## src/rtl/operand_recover.sv

```systemverilog
// Recovers operands a, b, c, d from a tuple of precomputed results.
// a, b come from sum/diff; a%b and a*b run as BW-cycle iterative units.
module operand_recover #(
  parameter int unsigned BW = 8
) (
  input  logic          clk,
  input  logic          rst_n,
  input  logic          in_valid,
  output logic          in_ready,
  input  logic [BW:0]   sum,
  input  logic [BW:0]   diff,
  input  logic [BW-1:0] s3,
  input  logic [BW-1:0] s4,
  input  logic [BW-1:0] s6,
  output logic          out_valid,
  input  logic          out_ready,
  output logic [BW-1:0] a,
  output logic [BW-1:0] b,
  output logic [BW-1:0] c,
  output logic [BW-1:0] d,
  output logic          err_parity,
  output logic          err_divzero,
  output logic          err_s6
);

  localparam int unsigned CntW = (BW > 1) ? $clog2(BW) : 1;

  typedef enum logic [2:0] {StIdle, StLoad, StIter, StFin, StOut} state_e;

  state_e          state_q, state_d;
  logic [CntW-1:0] cnt_q, cnt_d;
  logic [BW:0]     sum_q, sum_d, diff_q, diff_d;
  logic [BW-1:0]   s3_q, s3_d, s4_q, s4_d, s6_q, s6_d;
  logic [BW-1:0]   a_q, a_d, b_q, b_d, c_q, c_d, d_q, d_d;
  logic            ep_q, ep_d, ed_q, ed_d, es_q, es_d;
  logic [BW-1:0]   rem_q, rem_d, div_q, div_d;
  logic [BW-1:0]   acc_q, acc_d, mcand_q, mcand_d, mplier_q, mplier_d;

  logic signed [BW+1:0] sum_x, diff_x, a_x, b_x;
  logic [BW:0]          rem_sh;
  logic [BW-1:0]        r_fin, s6_chk;

  // State register
  always_ff @(posedge clk) begin
    if (!rst_n) begin
      state_q  <= StIdle;
      cnt_q    <= '0;
      sum_q    <= '0;
      diff_q   <= '0;
      s3_q     <= '0;
      s4_q     <= '0;
      s6_q     <= '0;
      a_q      <= '0;
      b_q      <= '0;
      c_q      <= '0;
      d_q      <= '0;
      ep_q     <= 1'b0;
      ed_q     <= 1'b0;
      es_q     <= 1'b0;
      rem_q    <= '0;
      div_q    <= '0;
      acc_q    <= '0;
      mcand_q  <= '0;
      mplier_q <= '0;
    end else begin
      state_q  <= state_d;
      cnt_q    <= cnt_d;
      sum_q    <= sum_d;
      diff_q   <= diff_d;
      s3_q     <= s3_d;
      s4_q     <= s4_d;
      s6_q     <= s6_d;
      a_q      <= a_d;
      b_q      <= b_d;
      c_q      <= c_d;
      d_q      <= d_d;
      ep_q     <= ep_d;
      ed_q     <= ed_d;
      es_q     <= es_d;
      rem_q    <= rem_d;
      div_q    <= div_d;
      acc_q    <= acc_d;
      mcand_q  <= mcand_d;
      mplier_q <= mplier_d;
    end
  end

  // Next state
  always_comb begin
    state_d = state_q;
    case (state_q)
      StIdle:  if (in_valid) state_d = StLoad;
      StLoad:  state_d = StIter;
      StIter:  if (cnt_q == CntW'(BW - 1)) state_d = StFin;
      StFin:   state_d = StOut;
      StOut:   if (out_ready) state_d = StIdle;
      default: state_d = StIdle;
    endcase
  end

  // Handshake outputs
  always_comb begin
    in_ready  = (state_q == StIdle);
    out_valid = (state_q == StOut);
  end

  // Datapath
  always_comb begin
    sum_d    = sum_q;
    diff_d   = diff_q;
    s3_d     = s3_q;
    s4_d     = s4_q;
    s6_d     = s6_q;
    cnt_d    = cnt_q;
    a_d      = a_q;
    b_d      = b_q;
    c_d      = c_q;
    d_d      = d_q;
    ep_d     = ep_q;
    ed_d     = ed_q;
    es_d     = es_q;
    rem_d    = rem_q;
    div_d    = div_q;
    acc_d    = acc_q;
    mcand_d  = mcand_q;
    mplier_d = mplier_q;

    sum_x  = signed'({1'b0, sum_q});
    diff_x = signed'({diff_q[BW], diff_q});
    a_x    = (sum_x + diff_x) >>> 1;
    b_x    = (sum_x - diff_x) >>> 1;
    rem_sh = {rem_q, div_q[BW-1]};
    r_fin  = ed_q ? '0 : rem_q;
    s6_chk = s4_q + a_q - b_q;

    case (state_q)
      StIdle: begin
        if (in_valid) begin
          sum_d  = sum;
          diff_d = diff;
          s3_d   = s3;
          s4_d   = s4;
          s6_d   = s6;
          cnt_d  = '0;
        end
      end
      StLoad: begin
        a_d      = a_x[BW-1:0];
        b_d      = b_x[BW-1:0];
        ep_d     = sum_q[0] ^ diff_q[0];
        ed_d     = (b_x[BW-1:0] == '0);
        rem_d    = '0;
        div_d    = a_x[BW-1:0];
        acc_d    = '0;
        mcand_d  = a_x[BW-1:0];
        mplier_d = b_x[BW-1:0];
        cnt_d    = '0;
      end
      StIter: begin
        // Restoring division step; the remainder always stays below b
        if (rem_sh >= {1'b0, b_q}) rem_d = BW'(rem_sh - {1'b0, b_q});
        else                       rem_d = rem_sh[BW-1:0];
        div_d    = div_q << 1;
        if (mplier_q[0]) acc_d = acc_q + mcand_q;
        mcand_d  = mcand_q << 1;
        mplier_d = mplier_q >> 1;
        cnt_d    = (cnt_q == CntW'(BW - 1)) ? '0 : cnt_q + 1'b1;
      end
      StFin: begin
        d_d  = s3_q - r_fin;
        c_d  = s4_q - (s3_q - r_fin) - acc_q;
        es_d = (s6_q != s6_chk);
      end
      default: ;
    endcase
  end

  assign a           = a_q;
  assign b           = b_q;
  assign c           = c_q;
  assign d           = d_q;
  assign err_parity  = ep_q;
  assign err_divzero = ed_q;
  assign err_s6      = es_q;

endmodule
```

## config.mk

```make
export PLATFORM = sky130hd
export DESIGN_NAME = operand_recover
export DESIGN_NICKNAME = d
export VERILOG_FILES = /design/src/rtl/operand_recover.sv
export SDC_FILE = /design/constraint.sdc
export NUM_CORES = 1
export LEC_CHECK = 0
export CAP_MARGIN = 5
export CORE_UTILIZATION = 61
export CTS_BUF_LIST = sky130_fd_sc_hd__clkbuf_16
export DETAILED_ROUTE_END_ITERATION = 10
export GPL_ROUTABILITY_DRIVEN = 0
export GPL_TIMING_DRIVEN = 0
export PLACE_DENSITY = 0.85
export SLEW_MARGIN = 20
export SYNTH_ARGS = -nofsm -noshare
export SYNTH_HDL_FRONTEND = slang
export SYNTH_SLANG_ARGS = --single-unit
```

## constraint.sdc

```tcl
create_clock -name clk -period 7.3 [get_ports clk]
set_clock_uncertainty 0.15 [all_clocks]
set_input_delay 1.825 -clock clk [delete_from_list [all_inputs] [get_ports clk]]
set_output_delay 1.825 -clock clk [all_outputs]
set_load 0.02 [all_outputs]
```

## Yosys cells after proc, flatten, opt, wreduce, memory -nomap -nowiden

Index checks and enable logic that the tools add are counted.

- Register bits: 123
- Logic and storage cells: 64

- Add/subtract/negate cells: 10
- $lt $le $gt $ge: 1
- Eq/ne operators: 10
- Mux-type cells: 15
- Bitwise gates (word level): 1
- Reductions and logical operators: 8

Operators by type and width:

| kind | count |
|---|---|
| 8-bit case mux with 2 select lines | 5 |
| 8-bit subtractor | 5 |
| 8-bit two-way mux | 3 |
| 8-bit adder | 2 |
| 3-bit two-way mux | 5 |
| 3-bit case mux with 5 select lines | 1 |
| 9-bit adder | 1 |
| 9-bit by 8-bit greater-or-equal comparator with 1-bit output | 1 |
| 3-bit case mux with 3 select lines | 1 |
| 9-bit subtractor | 1 |
| 8-bit zero test | 1 |
| 8-bit inequality test | 1 |
| 3-bit by 2-bit == test with 1-bit output (second input constant) | 2 |
| 3-bit == test (second input constant) | 2 |
| 2-bit inequality test (second input constant) | 3 |
| 2-bit AND reduction | 3 |
| 3-bit by 1-bit adder with 3-bit output (second input constant) | 1 |
| 3-bit by 1-bit == test with 1-bit output (second input constant) | 1 |
| 3-bit zero test | 1 |
| 3-bit AND reduction | 1 |
| 3-bit nonzero test | 1 |
| 2-bit by 1-bit inequality test with 1-bit output (second input constant) | 1 |
| 2-bit nonzero test | 1 |
| 1-bit bitwise XOR | 1 |

## Depth between registers and ports, before layout

- Depth after elaboration: 4
- Mapped depth: 19

## Worst setup path after synthesis

No wires, ideal clock.

- Kind: register -> register
- Start point: register ed_q, in the netlist err_divzero
- End point: register c_q[7], in the netlist c[7]
- Arrival time: 3.320 ns
- Data required time: 7.029 ns
- Slack: 3.708 ns
- Stages on the path, launching flop included: 16
- Buffers on the path: 0
- Period minus slack after synthesis: 3.592 ns
- Cells stage by stage: dfxtp_1 -> nor2_1 -> ha_1 -> inv_1 -> fa_1 -> a21o_1 -> a21oi_1 -> xnor2_1 -> fa_1 -> ha_1 -> a2111oi_0 -> o21ai_0 -> o21ai_0 -> xnor2_1 -> xnor2_1 -> o21ai_0

- Word-level cells in the longest chain between the ends: 4

Ends and longest elaborated chain:

| element | RTL line | RTL |
|---|---|---|
| start, declared | 35 | `logic ep_q, ep_d, ed_q, ed_d, es_q, es_d;` |
| start signal, assigned | 58 | `ed_q <= 1'b0;` |
| start signal, assigned | 78 | `ed_q <= ed_d;` |
| 8-bit two-way mux | 133 | `r_fin = ed_q ? '0 : rem_q;` |
| 8-bit subtractor (3 in a row) | 171 | `c_d = s4_q - (s3_q - r_fin) - acc_q;` |
| end signal, assigned | 55 | `c_q <= '0;` |
| end signal, assigned | 75 | `c_q <= c_d;` |
| end, declared | 34 | `logic [BW-1:0] a_q, a_d, b_q, b_d, c_q, c_d, d_q, d_d;` |

No other way between the ends.
A chain may end at the register's enable or synchronous reset.

## Worst setup path in the final report

- Start point: register rem_q[0]
- End point: register c_q[7], in the netlist c[7]

- Word-level cells in the longest chain between the ends: 4

Ends and longest elaborated chain:

| element | RTL line | RTL |
|---|---|---|
| start, declared | 36 | `logic [BW-1:0] rem_q, rem_d, div_q, div_d;` |
| start signal, assigned | 80 | `rem_q <= rem_d;` |
| 8-bit two-way mux | 133 |  |
| 8-bit subtractor (3 in a row) | 171 |  |

No other way between the ends.

==> results.cfg <==
[critical_path]
reg2reg_depth = 16
timing.rr.start = rem_q[0]
worstSetupEndpointType = register
crit_path_cell_trace = inv_1 > nor2_1 > ha_1 > inv_1 > fa_1 > a21o_1 > a21oi_1 > xnor2_1 > fa_1 > ha_1 > a2111oi_0 > o21ai_0 > o21ai_0 > xnor2_1 > xnor2_1 > o21ai_0
critPathKind = register to register
reg2reg_slack_ns = 3.17
crit_fanout = 5
crit_start = rem_q[0]
required_ns = 7.45
startpoint_type = register
cpMaxStageDelayCell = fa_1
reg2reg_to = c[7]
cpPeakStageDelay_ns = 0.48
cp.arrival_ns = 4.28

[min_path]
worstHoldPathCells = 2
hold_class = register to register
min_from = d[6]
worstHoldEndpoint = d[6]

[synthesis]
syn_nets = 991
synth-compound-area-share = 0.200
async_reset_ff_frac = 0
yosysTopAreaCellShare = 0.329
ys.flop_type = dfxtp_1
synth_top_cells_by_count = nand2_1, dfxtp_1, a21oi_1
syn_area_per_cell_um2 = 8.04
ys_ff_latch = 115
synth_edf_count = 0
synth_area_leaders = dfxtp_1, ha_1, nand2_1
synth_xor_area_frac = 0.0702
synth_top_family_by_area = compound AO/OA/AOI/OAI gates
synthMuxAreaShare = 0.00447
yosys.area_share.simple = 0.177
syn_inst = 869
yosysMostFrequentCell = nand2_1
yosys.area_share.adder = 0.156
synth_top_area_cell = dfxtp_1
synth_cell_types = 58
yosysSeqAreaShare = 0.329
ys_warn_count = 0
syn-cell-area_um2 = 6990

[drt]
firstDrtPassIters = 6
wl_met1_mm = 7.83
topRoutingLayerUsed = met4
via_count = 6558
wl_mm = 19.0
drc = 0
routed_via_density = 5.86
antenna_left = 0
wl_met2_mm = 8.86
first_iter_violations = 649
routed-wl-met3_mm = 1.50
wl_per_cell_um = 17.0

[place]
dp_hpwl_mm = 14.2
place.port_buffers = 81

[timing]
slew_headroom = 0.404
slew_violations = 0
tns_ns = 0
worst_slew_pin_slew_ns = 0.888
final.period_utilization = 0.566
rsz0062_at_grt = false
min_period_ns = 4.13
hold_violations = 0
fmaxAchievable_mhz = 242
setup_viol = 0

[finish]
diodes = 0
fin_nets = 1091
area_growth_pct = 21.6
final_util = 0.774
drive_gt1_frac = 0.0490

[clock_tree]
insertion_delay_ns = 0.42
hold_buffers = 0
cts_setup_buffers = 0
path_clk_slew_ns = 0.05
cts-root-buf = clkbuf_16
cts_max_level = 4
tritoncts = yes
clk_path_buf_depth = 2
cts_made_buffers = 17
numClockSinks = 115
cts_resized = 0

[global_routing]
track_usage = 0.344
grt_max_degree = 17
grt_pass1_vias = 6282
grt_pass1_wl_mm = 30.7
gr-total-overflow = 0
antenna_found_initial = 0

[power_and_ir_drop]
ir_worst_vdd_uv = 192
leakagePower_nw = 3.31
pwr_density_cell_nw_per_um2 = 267
power.total_mw = 2.27

[die]
die_w_um = 109
io_pins = 83
die_area_um2 = 11900
die_h_um = 109
rows = 38
core_um2 = 11000
start_util = 0.636

[run]
max_cap_viol_count = 0

[status]
run_status = complete, no violations
[where the power goes]
part | switching (mW) | internal, mW
Sequential | 0.0504 | 0.674
Clock | 0.280 | 0.483
Combinational | 0.438 | 0.348
Total | 0.769 | 1.50
[through the flow]
| step | hold WS [ns] | cell area (um2) | instances | setup WS, ns |
|---|---|---|---|---|
| final | 0.302 | 8500 | 1119 | 3.17 |
| after global routing | 0.327 | 8500 | 1119 | 2.78 |
| after CTS | 0.300 | 8500 | 1119 | 3.17 |
| after detailed placement | 0.295 | 7980 | 1090 | 3.27 |
| after global placement | 0.290 | 7980 | 1090 | 3.36 |
| after floorplan | 0.286 | 6990 | 869 | 3.71 |
[routing by layer]
| layer | vias up | global-route usage |
|---|---|---|
| met4 | 0 | 0.178 |
| met1 | 3034 | 0.420 |
| met2 | 309 | 0.568 |
| met3 | 61 | 0.0729 |
| met5 | - | 0 |
| li1 | 3154 | - |
[worst max-delay path by stage]
| stage | end | cells past startpoint |
|---|---|---|
| after detailed placement | c[7] | 16 |
| final | c[7] | 16 |
| after CTS | c[7] | 16 |
| after global routing | c[7] | 19 |
| after floorplan | c[7] | 15 |
| after global placement | c[7] | 16 |
[layout by cell type, fill, tap and decap left out, drive strengths merged, types with 3 or more instances in the layout]
master	n
nand3	25
a21o	9
clkbuf	39
nor2	56
and2	5
o311ai	6
nand4	5
clkinv	9
dfxtp	115
fa	19
ha	57
or3	4
o21bai	6
xnor2	44
xor2	12
nand2b	17
nor2b	10
o31ai	5
a31oi	7
o221ai	5
a22oi	3
a21oi	100
clkdlybuf4s50	81
o21ai	42
a211oi	13
nand2	141
inv	71
buf	19
nor3	10
o22ai	9
o21a	7
[registers in the layout, summed over array words and instances, names as in the netlist]
register and cells:
state_q 3, err_divzero 1, diff_q 9, s4_q 8, a 8, err_parity 1, b 8, mplier_q 8
div_q 8, cnt_q 3, s3_q 8, s6_q 8, sum_q 9, acc_q 8, c 8, d 8
err_s6 1, rem_q 8
[worst max-delay path: cells and delay by family (launching register included)]
kind | cells | cell delay [ns]
adders and majority gates | 4 | 1.46
AOI/OAI and AO/OA | 6 | 1.17
buffers and inverters | 2 | 0.16
and+or+nand+nor | 1 | 0.20
xor gates and xnor gates | 3 | 0.51
DFF | 1 | 0.38
[area by class of cell]
class                      instances  area (um2)
inverter                          70         263
multi-input combinational        643        4250
clock inverter                    12         100
timing repair buffer              81         811
sequential                       115        2300
tap                              140         175
clock buffer                      17         425
buffer                            41         174
fill                             757        2480
[kinds of logic after synthesis]
group | count (synthesis)
AOI/OAI and AO/OA | 226
xor gates and xnor gates | 56
adders and majority gates | 76
buffers and inverters | 111
DFF | 115
muxes | 3
and+or+nand+nor | 282
Power figures use the tool's default switching activity.
